## src/rtl/seq_detect_pkg.sv

```systemverilog
// Shared constants and types for the programmable serial sequence detector.
package seq_detect_pkg;

  localparam int DEF_PATTERN_W = 4;
  localparam int DEF_COUNT_W   = 8;

  // First bit in time is the MSB.
  localparam logic [DEF_PATTERN_W-1:0] DEF_PATTERN = 4'b1101;

  // Fill counter must represent 0..PATTERN_W inclusive.
  function automatic int fill_width(input int pattern_w);
    return $clog2(pattern_w + 1);
  endfunction

  localparam int DEF_FILL_W = fill_width(DEF_PATTERN_W);
  typedef logic [DEF_FILL_W-1:0] fill_t;

  // History update selected by the top for each edge.
  typedef enum logic [1:0] {
    HIST_HOLD,
    HIST_SHIFT,
    HIST_RESTART,
    HIST_CLEAR
  } hist_op_e;

endpackage

```

## src/rtl/seq_detect_hist.sv

```systemverilog
// Bit history shift register and fill counter for seq_detect_prog.
// Exposes the next-state values so the top can register the match flag
// with the same edge that samples the final pattern bit.
module seq_detect_hist
  import seq_detect_pkg::*;
#(
  parameter int PATTERN_W = DEF_PATTERN_W,
  parameter int FILL_W    = fill_width(PATTERN_W)
) (
  input  logic                 clock,
  input  logic                 reset,
  input  hist_op_e             op,
  input  logic                 bit_in,
  output logic [PATTERN_W-1:0] hist_next,
  output logic [FILL_W-1:0]    fill_next
);

  logic [PATTERN_W-1:0] hist;
  logic [FILL_W-1:0]    fill;

  // Next history/fill for the requested operation.
  always_comb begin
    // NOTE: defaults first so every path assigns both outputs and no latch is inferred.
    hist_next = hist;
    fill_next = fill;
    case (op)
      HIST_SHIFT: begin
        hist_next = {hist[PATTERN_W-2:0], bit_in};
        fill_next = (fill == FILL_W'(PATTERN_W)) ? fill : fill + FILL_W'(1);
      end
      HIST_RESTART: begin
        hist_next = {{(PATTERN_W-1){1'b0}}, bit_in};
        fill_next = FILL_W'(1);
      end
      HIST_CLEAR: begin
        hist_next = '0;
        fill_next = '0;
      end
      default: ;
    endcase
  end

  // History and fill registers, cleared asynchronously.
  always_ff @(posedge clock or negedge reset) begin
    // NOTE: non-blocking assignments so every register samples pre-edge values.
    if (!reset) begin
      hist <= '0;
      fill <= '0;
    end else begin
      hist <= hist_next;
      fill <= fill_next;
    end
  end

endmodule

```

## src/rtl/seq_detect_prog.sv

```systemverilog
// Runtime-programmable Moore serial sequence detector with overlap control,
// input qualifier and saturating match counter.
// Optional don't-care mask: define SEQ_DETECT_PROG_MASK_EN to add mask_in and
// a mask register (reset all-ones, loaded with the pattern).
module seq_detect_prog
  import seq_detect_pkg::*;
#(
  parameter int                   PATTERN_W       = DEF_PATTERN_W,
  parameter logic [PATTERN_W-1:0] DEFAULT_PATTERN = PATTERN_W'(DEF_PATTERN),
  parameter int                   COUNT_W         = DEF_COUNT_W
) (
  input  logic                 clock,
  input  logic                 reset,
  input  logic                 bit_valid,
  input  logic                 bit_in,
  input  logic                 pattern_load,
  input  logic [PATTERN_W-1:0] pattern_in,
`ifdef SEQ_DETECT_PROG_MASK_EN
  input  logic [PATTERN_W-1:0] mask_in,
`endif
  input  logic                 overlap_en,
  input  logic                 count_clear,
  output logic                 out_flag,
  output logic [COUNT_W-1:0]   match_count
);

  localparam int FILL_W = fill_width(PATTERN_W);

  hist_op_e             op;
  logic [PATTERN_W-1:0] hist_next;
  logic [FILL_W-1:0]    fill_next;
  logic [PATTERN_W-1:0] pattern_q;
  logic [PATTERN_W-1:0] cmp_mask;
  logic                 match_next;
  logic                 consumed;
  logic                 match_event;

  // Choose the history operation; a load wins over a coincident bit.
  always_comb begin
    op = HIST_HOLD;
    if (pattern_load) begin
      op = HIST_CLEAR;
    end else if (bit_valid) begin
      op = (overlap_en || !out_flag) ? HIST_SHIFT : HIST_RESTART;
    end
  end

  seq_detect_hist #(
    .PATTERN_W (PATTERN_W),
    .FILL_W    (FILL_W)
  ) u_hist (
    .clock     (clock),
    .reset     (reset),
    .op        (op),
    .bit_in    (bit_in),
    .hist_next (hist_next),
    .fill_next (fill_next)
  );

`ifdef SEQ_DETECT_PROG_MASK_EN
  logic [PATTERN_W-1:0] mask_q;

  // Pattern and mask registers, reprogrammed together.
  always_ff @(posedge clock or negedge reset) begin
    if (!reset) begin
      pattern_q <= DEFAULT_PATTERN;
      mask_q    <= '1;
    end else if (pattern_load) begin
      pattern_q <= pattern_in;
      mask_q    <= mask_in;
    end
  end

  assign cmp_mask = mask_q;
`else
  // Pattern register, reprogrammed by pattern_load.
  always_ff @(posedge clock or negedge reset) begin
    if (!reset) begin
      pattern_q <= DEFAULT_PATTERN;
    end else if (pattern_load) begin
      pattern_q <= pattern_in;
    end
  end

  assign cmp_mask = '1;
`endif

  // Compare on next state so out_flag rises right after the final bit's edge.
  // A load clears fill, so the stale pattern can never produce a match.
  assign match_next  = (fill_next == FILL_W'(PATTERN_W)) &&
                       (((hist_next ^ pattern_q) & cmp_mask) == '0);
  assign consumed    = bit_valid && !pattern_load;
  assign match_event = match_next && (!out_flag || consumed);

  // Registered match flag and saturating match counter.
  always_ff @(posedge clock or negedge reset) begin
    if (!reset) begin
      out_flag    <= 1'b0;
      match_count <= '0;
    end else begin
      out_flag <= match_next;
      if (count_clear) begin
        match_count <= '0;
      end else if (match_event && (match_count != '1)) begin
        match_count <= match_count + COUNT_W'(1);
      end
    end
  end

endmodule

```

## config.mk

```make
export PLATFORM = sky130hd
export DESIGN_NAME = seq_detect_prog
export DESIGN_NICKNAME = d
export VERILOG_FILES = /design/src/rtl/seq_detect_pkg.sv /design/src/rtl/seq_detect_hist.sv /design/src/rtl/seq_detect_prog.sv
export SDC_FILE = /design/constraint.sdc
export NUM_CORES = 1
export LEC_CHECK = 0
export ABC_AREA = 1
export BUFFER_PORTS_ARGS = -buffer_cell sky130_fd_sc_hd__buf_2
export CORE_MARGIN = 3
export CORE_UTILIZATION = 30
export CTS_CLUSTER_DIAMETER = 40
export DETAILED_ROUTE_END_ITERATION = 16
export PLACE_DENSITY = 0.54
export RECOVER_POWER = 50
export SETUP_SLACK_MARGIN = 0.2
export SLEW_MARGIN = 20
export SYNTH_ARGS = -nofsm -noshare
export SYNTH_HDL_FRONTEND = slang
export SYNTH_HIERARCHICAL = 1
export SYNTH_SLANG_ARGS = --single-unit
```

## constraint.sdc

```tcl
create_clock -name clock -period 2.2 [get_ports clock]
set_clock_uncertainty 0.2 [all_clocks]
set_input_delay 0.66 -clock clock [delete_from_list [all_inputs] [get_ports clock]]
set_output_delay 0.66 -clock clock [all_outputs]
set_load 0.02 [all_outputs]
```

Yosys cells after proc, flatten, opt, wreduce, memory -nomap -nowiden
Index checks and enable logic that the tools add are counted.
{"block": "totals", "regBits": 20, "input_bits": 11, "output_inout_bits": 9, "elab_cells": 32}
{"block": "classes", "n_addsub": 2, "eq_ne": 6, "n_mux": 8, "bitwise_logic": 1, "n_reduce_logical": 10}
{"operator": "$mux W8", "count": 2}
{"operator": "$pmux W4 S3", "count": 1}
{"operator": "$pmux W3 S3", "count": 1}
{"operator": "$add A8 B1 Y8 const B", "count": 1}
{"operator": "$ne A8 B8 Y1 const B", "count": 1}
{"operator": "$eq A3 B3 Y1 const B", "count": 2}
{"operator": "$mux W2", "count": 3}
{"operator": "$eq A2 B2 Y1 const B", "count": 2}
{"operator": "$logic_and A1 B1 Y1", "count": 4}
{"operator": "$logic_not A4 Y1", "count": 1}
{"operator": "$xor A4 B4 Y4", "count": 1}
{"operator": "$add A3 B1 Y3 const B", "count": 1}
{"operator": "$mux W3", "count": 1}
{"operator": "$eq A2 B1 Y1 const B", "count": 1}
{"operator": "$logic_not A1 Y1", "count": 2}
{"operator": "$logic_or A1 B1 Y1", "count": 2}
{"operator": "$reduce_bool A2 Y1", "count": 1}

Longest topological paths before layout
Gate-level depths: netlist of the first run.
{"block": "depth", "depth_word": 14, "mapped_depth": 18, "depth_no_buf": 18}

Cells and area by module
The synthesis of the first run kept the hierarchy.
{"module": "seq_detect_prog", "n_inst": 1, "cells_per_inst": 128, "area_per_inst_um2": 883.3, "seq_area_each_um2": 329.1}
{"module": "seq_detect_hist", "n_inst": 1, "cells_per_inst": 44, "area_per_inst_um2": 350.3, "seq_area_each_um2": 175.2}

Worst setup path after synthesis of the first run
No wires, ideal clock.
{"block": "synth_timing", "kind": "input -> register", "startpoint": "input pattern_load", "endpoint": "register match_count[6]", "setup_ns": 0.119, "t_arrival_ns": 1.978, "required_ns": 1.881, "slack_ns": -0.097, "stages": 13, "n_path_buf": 1, "path_cell_list": "buf_2 inv_2 nand2_1 nor2_2 inv_2 o21ai_1 inv_1 nand2_1 nand4_1 nor2_2 nand3_4 nand3_1 nand2_1"}
{"block": "synth_between", "elab_chain_len": 9, "word_cells_on_any_way": 16, "classes_between": "eq/ne: 4; mux: 3; bitwise: 1; reduce/logical: 8"}
{"item": "start, declared", "line_no": "seq_detect_prog.sv:16", "rtl": "input logic pattern_load,"}
{"item": "$mux W2 *", "line_no": "seq_detect_prog.sv:41", "rtl": "if (pattern_load) begin"}
{"item": "net op[0]", "line_no": "seq_detect_prog.sv:29", "rtl": "hist_op_e op;"}
{"item": "$eq A2 B2 Y1 or $eq A2 B1 Y1 (tied branches)", "line_no": "seq_detect_hist.sv:26", "rtl": "case (op)"}
{"item": "$pmux W4 S3 *", "line_no": "seq_detect_hist.sv:26"}
{"item": "net hist_next[1]", "line_no": "seq_detect_prog.sv:30", "rtl": "logic [PATTERN_W-1:0] hist_next;"}
{"item": "$xor A4 B4 Y4 *", "line_no": "seq_detect_prog.sv:91", "rtl": "(((hist_next ^ pattern_q) & cmp_mask) == '0);"}
{"item": "$logic_not A4 Y1 *", "line_no": "seq_detect_prog.sv:91"}
{"item": "$logic_and A1 B1 Y1 *", "line_no": "seq_detect_prog.sv:90", "rtl": "assign match_next = (fill_next == FILL_W'(PATTERN_W)) &&"}
{"item": "net match_next", "line_no": "seq_detect_prog.sv:34", "rtl": "logic match_next;"}
{"item": "$logic_and A1 B1 Y1 *", "line_no": "seq_detect_prog.sv:93", "rtl": "assign match_event = match_next && (!out_flag || consumed);"}
{"item": "$logic_and A1 B1 Y1 *", "line_no": "seq_detect_prog.sv:104", "rtl": "end else if (match_event && (match_count != '1)) begin"}
{"item": "$reduce_bool A2 Y1 (no line) *"}
{"item": "end signal, assigned", "line_no": "seq_detect_prog.sv:105", "rtl": "match_count <= match_count + COUNT_W'(1);"}
{"item": "end, declared", "line_no": "seq_detect_prog.sv:24", "rtl": "output logic [COUNT_W-1:0] match_count"}
Mark *: on every way through the listed nets, which the timed path passes. The rest lies on a longest branch.
A chain may end at the register's enable or synchronous reset.

Final worst setup path of the first run
{"block": "layout_timing", "startpoint": "input overlap_en", "endpoint": "register match_count[7]"}
{"block": "layout_between", "elab_chain_len": 12, "word_cells_on_any_way": 16, "classes_between": "eq/ne: 4; mux: 5; bitwise: 1; reduce/logical: 6"}
{"item": "start, declared", "line_no": "seq_detect_prog.sv:21", "rtl": "input logic overlap_en,"}
{"item": "$logic_or A1 B1 Y1 *", "line_no": "seq_detect_prog.sv:44", "rtl": "op = (overlap_en || !out_flag) ? HIST_SHIFT : HIST_RESTART;"}
{"item": "$mux W2 *", "line_no": "seq_detect_prog.sv:44"}
{"item": "$mux W2 *", "line_no": "seq_detect_prog.sv:43", "rtl": "end else if (bit_valid) begin"}
{"item": "$mux W2 *", "line_no": "seq_detect_prog.sv:41"}
{"item": "net op[0]", "line_no": "seq_detect_prog.sv:29"}
{"item": "$eq A2 B2 Y1 or $eq A2 B1 Y1 (tied branches)", "line_no": "seq_detect_hist.sv:26"}
{"item": "$pmux W4 S3 *", "line_no": "seq_detect_hist.sv:26"}
{"item": "net hist_next[1]", "line_no": "seq_detect_prog.sv:30"}
{"item": "$xor A4 B4 Y4 *", "line_no": "seq_detect_prog.sv:91"}
{"item": "$logic_not A4 Y1 *", "line_no": "seq_detect_prog.sv:91"}
{"item": "$logic_and A1 B1 Y1 *", "line_no": "seq_detect_prog.sv:90"}
{"item": "net match_next", "line_no": "seq_detect_prog.sv:34"}
{"item": "$logic_and A1 B1 Y1 *", "line_no": "seq_detect_prog.sv:93"}
{"item": "$logic_and A1 B1 Y1 *", "line_no": "seq_detect_prog.sv:104"}
{"item": "$reduce_bool A2 Y1 (no line) *"}
Marks and branches as above.

==> run_results.csv, run 1 <==
group,metric,value,unit
status,outcome,"finished with violations",
status,violations,"negative setup slack",
cts,cts_hold_buf,0,
timing,setup_viol,1,
critical_path,critPathCaptureType,"flop",
finish,fillers,391,
power,ir_drop,0.0001989,V
timing,period_needed,2.201,ns
critical_path,worstSetupPathType,"input pin to flop",
place,dp_cells,241,
power,p_per_area,474.4,nW/µm²
floorplanning,dieHeight,70.13,µm
finish,drive_above_1_share,38.12,%
detailed_routing,viasPerCell,4.584,
finish,post-route-util,44.20,%
cts,cts_sinks,20,
finish,areaGrowthSynthToFinish,36.11,%
cts,cts_tree,"yes",
finish,final_nets,217,
critical_path,rr_startpoint,"out_flag",
timing,tightestPinTransition,1.121,ns
detailed_routing,wl_per_cell,11.54,µm
synth,syn_area,1234,µm²
timing,timing.hold.ws,0.3090,ns
synth,syn_avg_cell_area,7.173,µm²
synth,synth_fp_nets,186,
finish,n_antenna_cell,0,
grt,grt_max_degree,21,
grt,grt_usage,12.41,%
cts,h-tree-depth,1,
synth,synthCells,172,
cts,cts-buffers-inserted,3,
critical_path,arrival,2.15,ns
timing,worst_slack,-0.0009768,ns
grt,antenna_found_initial,0,
finish,final_cell_mix,"nand2_1 (46), inv_1 (26), buf_2 (17), dfrtp_1 (17), nand3_2 (11)",
detailed_routing,drt_wl_total,2.885,mm
synth,ys_ff_latch,20,
cts,clock_tree.root_cell,"clkbuf_8",
detailed_routing,antenna_left,0,
timing,max_freq,0.4543,GHz
flow_run,maxCapViolations,0,
place,dp_hpwl,2.155,mm
finish,seqCellArea,504.2,µm²
floorplanning,initial_core_util,32.48,%
floorplanning,coreArea,3799,µm²
cts,insertion_delay,0.26,ns
synth,ys_warn_count,6,
timing,finalHoldViolations,0,
timing,finalMaxSlewViolations,0,
critical_path,r2r_cells,17,
min_path,min_path_cells,2,
min_path,min_from,"pattern_q[2]",
floorplanning,dieArea,4918,µm²
cts,clkTransAtPathRegs,0.08,ns
critical_path,path_max_fanout,8,
grt,grt_pass1_wl,5.037,mm
floorplanning,rows,22,
cts,clockBufferDepth,2,
place,finalWeightedCongestion,0.7594,
critical_path,critPathLaunchType,"input pin",
timing,maxSlewHeadroom,25.28,%
detailed_routing,drc,0,
floorplanning,num_io_pins,20,
timing,min_period_over_period,100.0,%
synth,yosysSeqAreaShare,40.87,%
finish,final_cells,250,
grt,grt.overflow.total,0,
critical_path,crit_start,"overlap_en",
grt,grt_pass1_vias,1193,
floorplanning,die_w,70.13,µm
timing,rsz0062_at_grt,"true",
finish,final_common_cell,"nand2_1",
power,p_leak,0.8697,nW
detailed_routing,drt-initial-drc-count,48,
finish,multi_input_area,764.5,µm²
min_path,hold_class,"flop to flop",
place,io_buffers,19,
detailed_routing,routed-via-count,1146,
synth,yosysUniqueCellTypes,21,
detailed_routing,dr.pass1.iters,5,
critical_path,required,2.15,ns
## layout make-up
cell class,count,share of cell area [%]
multi-input combinational,117,45.53
sequential,20,30.03
tap,48,3.577
inverter,32,7.750
timing repair buffer,29,10.43
clock buffer,4,2.683
## Yosys cell counts, drive strengths merged
master,n,share of area (%)
buf,3,1.2
a21oi,1,0.41
o22ai,1,0.51
and2,1,0.51
dfstp,3,6.4
nand4,10,6.3
dfrtp,17,34
o21ai,8,3.2
nor2,17,6.6
inv,32,9.7
nand2,55,17
xor2,3,2.1
ha,3,3.0
nand3,18,8.3
## critical path: stages
cell     delay [ns]
buf_6          0.10
o21ai_4        0.13
nand2_4        0.11
nor2_4         0.15
inv_2          0.07
o21ai_4        0.15
inv_1          0.05
nand2_1        0.07
nand4_1        0.15
nor2_4         0.18
nand3_4        0.17
nand3_2        0.10
nand2_1        0.06
## layer usage
metal	vias to the layer above	wire, µm	global-route usage, %
met3	4	99	2.734
met5	-	0	0
met4	0	25	4.255
met1	530	1372	15.67
met2	16	1388	20.78
li1	596	-	-
## metrics by stage
| step | setup WS [ns] | cell area, µm² | setup TNS, ns | total power, mW |
|---|---|---|---|---|
| 5_1_grt | -0.1606 | 1679 | -1.137 | 0.8374 |
| 2_1_floorplan | -0.001603 | 1355 | -0.002617 | 0.4913 |
| 3_3_place_gp | -0.3075 | 1523 | -2.470 | 0.5267 |
| 6_report | -0.0009768 | 1679 | -0.0009768 | 0.7965 |
| 3_5_place_dp | -0.3538 | 1523 | -2.817 | 0.5312 |
| 4_1_cts | -0.04446 | 1624 | -0.1560 | 0.7980 |
## registers in the layout, summed over array words and instances, names as in the netlist
name,cells
match_count,8
pattern_q,4
out_flag,1
u_hist/hist,4
u_hist/fill,3
## worst paths after layout
check	slack, ns	to
max	-0.001	match_count[7]
min	0.31	pattern_q[2]
max reg2reg	0.02	match_count[3]
min reg2reg	0.31	pattern_q[2]
max in group asynchronous	0.74	pattern_q[1]
min in group asynchronous	0.39	u_hist/hist[3]
## timing repair
| action | 4_1_cts | 5_1_grt |
|---|---|---|
| gates resized for setup | 11 | 8 |
| pin swaps | 21 | 20 |
| setup endpoints to repair | 9 | 9 |
| setup buffers | 2 | 3 |
## where the power goes
| group | switching, mW | internal, mW | total [mW] | leakage [nW] |
|---|---|---|---|---|
| Clock | 0.121 | 0.129 | 0.250 | 0.0228 |
| Sequential | 0.0105 | 0.388 | 0.398 | 0.263 |
| Combinational | 0.0939 | 0.0539 | 0.148 | 0.584 |
| Total | 0.226 | 0.571 | 0.797 | 0.870 |
## kinds of logic (layout without fill, tap and decap cells)
group,count (synthesis),in the layout,share of synthesized area [%]
xor gates and xnor gates,3,3,2.130
buffers and inverters,35,65,10.95
AOI/OAI and AO/OA,10,10,4.157
adders and majority gates,3,3,3.043
DFF,20,20,40.87
and+or+nand+nor,101,101,38.84
No activity file was read; power rests on OpenSTA's default activity.
==> run 2: changes to the inputs <==
--- a/config.mk
+++ b/config.mk
@@ -6,12 +6,13 @@
 export NUM_CORES = 1
 export LEC_CHECK = 0
 export ABC_AREA = 1
+export ABC_CLOCK_PERIOD_IN_PS = 1770
 export BUFFER_PORTS_ARGS = -buffer_cell sky130_fd_sc_hd__buf_2
 export CORE_MARGIN = 3
 export CORE_UTILIZATION = 30
 export CTS_CLUSTER_DIAMETER = 40
 export DETAILED_ROUTE_END_ITERATION = 16
-export PLACE_DENSITY = 0.54
+export PLACE_DENSITY = 0.55
 export RECOVER_POWER = 50
 export SETUP_SLACK_MARGIN = 0.2
 export SLEW_MARGIN = 20
==> constraint.sdc (replaced) <==
create_clock -name clock -period 1.77 [get_ports clock]
set_clock_uncertainty 0.2 [all_clocks]
set_input_delay 0.531 -clock clock [delete_from_list [all_inputs] [get_ports clock]]
set_output_delay 0.531 -clock clock [all_outputs]
set_load 0.02 [all_outputs]
==> run 2 against run 1 <==
  * The flow still finishes with violations (negative setup slack)
  * Combinational power is 51% higher
  * Clock-buffer cell count shrank 1
  * Die area unchanged
  * Critical path depth increased by 2
==> run_results.csv, run 2 (synthesis results as in run 1) <==
group,metric,value,unit
status,outcome,"finished with violations",
status,violations,"negative setup slack",
cts,clock_tree.root_cell,"clkbuf_8",
detailed_routing,dr.pass1.iters,4,
critical_path,cpMostUsedCell,"nand2_1",
cts,cts_tree,"yes",
critical_path,cp_num_cells,15,
timing,timing.hold.ws,0.2480,ns
detailed_routing,drt_wl_total,3.046,mm
power,p_per_area,599.4,nW/µm²
detailed_routing,viasPerCell,4.518,
floorplanning,rows,22,
cts,insertion_delay,0.27,ns
grt,grt_usage,13.02,%
finish,n_antenna_cell,0,
timing,max_freq,0.4620,GHz
finish,final_nets,239,
cts,cts_hold_buf,0,
floorplanning,initial_core_util,32.48,%
min_path,hold_class,"input pin to asynchronous set/reset pin",
floorplanning,dieHeight,70.13,µm
timing,maxSlewHeadroom,25.57,%
cts,cts_sinks,20,
power,p_leak,1.006,nW
power,ir_drop,0.0003684,V
detailed_routing,drt-initial-drc-count,23,
critical_path,worst_path_max_delay_cell,"dfrtp_2",
place,io_buffers,19,
cts,clockBufferDepth,2,
cts,clkTransAtPathRegs,0.08,ns
timing,finalHoldViolations,0,
critical_path,crit_start,"out_flag",
finish,fillers,358,
finish,multi_input_area,804.5,µm²
floorplanning,num_io_pins,20,
grt,grt_pass1_vias,1118,
critical_path,worstSetupPathType,"flop to flop",
place,dp_hpwl,2.041,mm
finish,final_cell_mix,"nand2_1 (44), buf_4 (28), inv_1 (25)",
critical_path,worstSetupEndpoint,"match_count[2]",
finish,drive_above_1_share,48.66,%
place,finalWeightedCongestion,0.8282,
critical_path,worst_r2r_endpoint,"match_count[2]",
floorplanning,die_w,70.13,µm
grt,grt.overflow.total,0,
detailed_routing,routed-via-count,1229,
grt,grt_pass1_wl,5.181,mm
timing,tns,-3.165,ns
timing,period_needed,2.165,ns
finish,areaGrowthSynthToFinish,61.06,%
critical_path,arrival,2.13,ns
cts,cts-buffers-inserted,3,
timing,rsz0062_at_grt,"true",
finish,largest_reg_flops,8,
grt,antenna_found_initial,0,
critical_path,path_cells,"inv_2 -> nor2_1 -> nand2_1 -> nand2_4 -> nor2_4 -> buf_4 -> nand2_1 -> nand2_2 -> nand2_1 -> nor2_2 -> nand3_2 -> nor2_4 -> nand3_4 -> nand3_2 -> nand2_1",
grt,grt_max_degree,21,
cts,h-tree-depth,1,
timing,tightestPinTransition,1.116,ns
critical_path,critPathCaptureType,"flop",
place,pre_cts_ws,-0.6160,ns
timing,setup_viol,9,
timing,finalMaxSlewViolations,0,
critical_path,path_max_fanout,8,
timing,worst_slack,-0.3945,ns
floorplanning,coreArea,3799,µm²
detailed_routing,wl_per_cell,11.20,µm
finish,top_register,"match_count",
critical_path,critPathLaunchType,"flop",
critical_path,path_buf_inv,2,
critical_path,max_stage_delay,0.41,ns
critical_path,rr_startpoint,"out_flag",
detailed_routing,antenna_left,0,
finish,final_common_cell,"nand2_1",
flow_run,maxCapViolations,0,
critical_path,r2r_cells,15,
floorplanning,dieArea,4918,µm²
finish,seqCellArea,510.5,µm²
finish,top_regs,"match_count (8), pattern_q (4), u_hist/hist (4)",
critical_path,r2r_slack,-0.39,ns
detailed_routing,drc,0,
critical_path,required,1.74,ns
timing,min_period_over_period,122.3,%
critical_path,crit_family,"simple AND/OR/NAND/NOR gates",
-- run 2: metrics by stage --
step                      cells  util [%]  cell area, µm²  power (mW)
after floorplan             172         -            1356      0.6106
after detailed placement    248     41.50            1577      0.6749
after global placement      248     41.50            1577      0.6745
after global routing        272     52.31            1987       1.249
final                       272     52.31            1987       1.191
after CTS                   266     48.35            1837       1.165
-- run 2: layer usage --
layer / GRT usage, % / vias up / wire length, µm
li1: - / 640 / -
met1: 18.89 / 569 / 1493
met2: 18.68 / 15 / 1419
met3: 2.302 / 5 / 78
met4: 5.745 / 0 / 55
met5: 0 / - / 0
-- run 2: worst min path at each step --
stage | endpoint | depth (start not counted) | slack [ns]
6_report | u_hist/hist[3] | 1 | 0.25
5_1_grt | pattern_q[2] | 3 | 0.29
4_1_cts | match_count[1] | 1 | 0.01
3_5_place_dp | pattern_q[0] | 2 | 0.29
3_3_place_gp | pattern_q[0] | 2 | 0.29
2_1_floorplan | match_count[0] | 0 | 0.04
-- run 2: where the power goes --
part / leakage [nW] / switching [mW] / internal [mW]
Sequential: 0.254 / 0.0146 / 0.482
Combinational: 0.715 / 0.129 / 0.0937
Clock: 0.0357 / 0.169 / 0.303
Total: 1.01 / 0.313 / 0.878
-- run 2: layout make-up --
class                           count  area share (%)
Tap cell                           48           3.023
Sequential cell                    20           25.69
Multi-Input combinational cell    117           40.49
Clock buffer                        3           2.078
Inverter                           32           6.801
Clock inverter                      1           1.511
Timing Repair Buffer               51           20.40
-- run 2: what timing repair did --
action	4_1_cts	5_1_grt
setup endpoints to repair	18	20
pin swaps	11	14
setup buffers	14	6
resized for setup	29	26
gates cloned	0	0
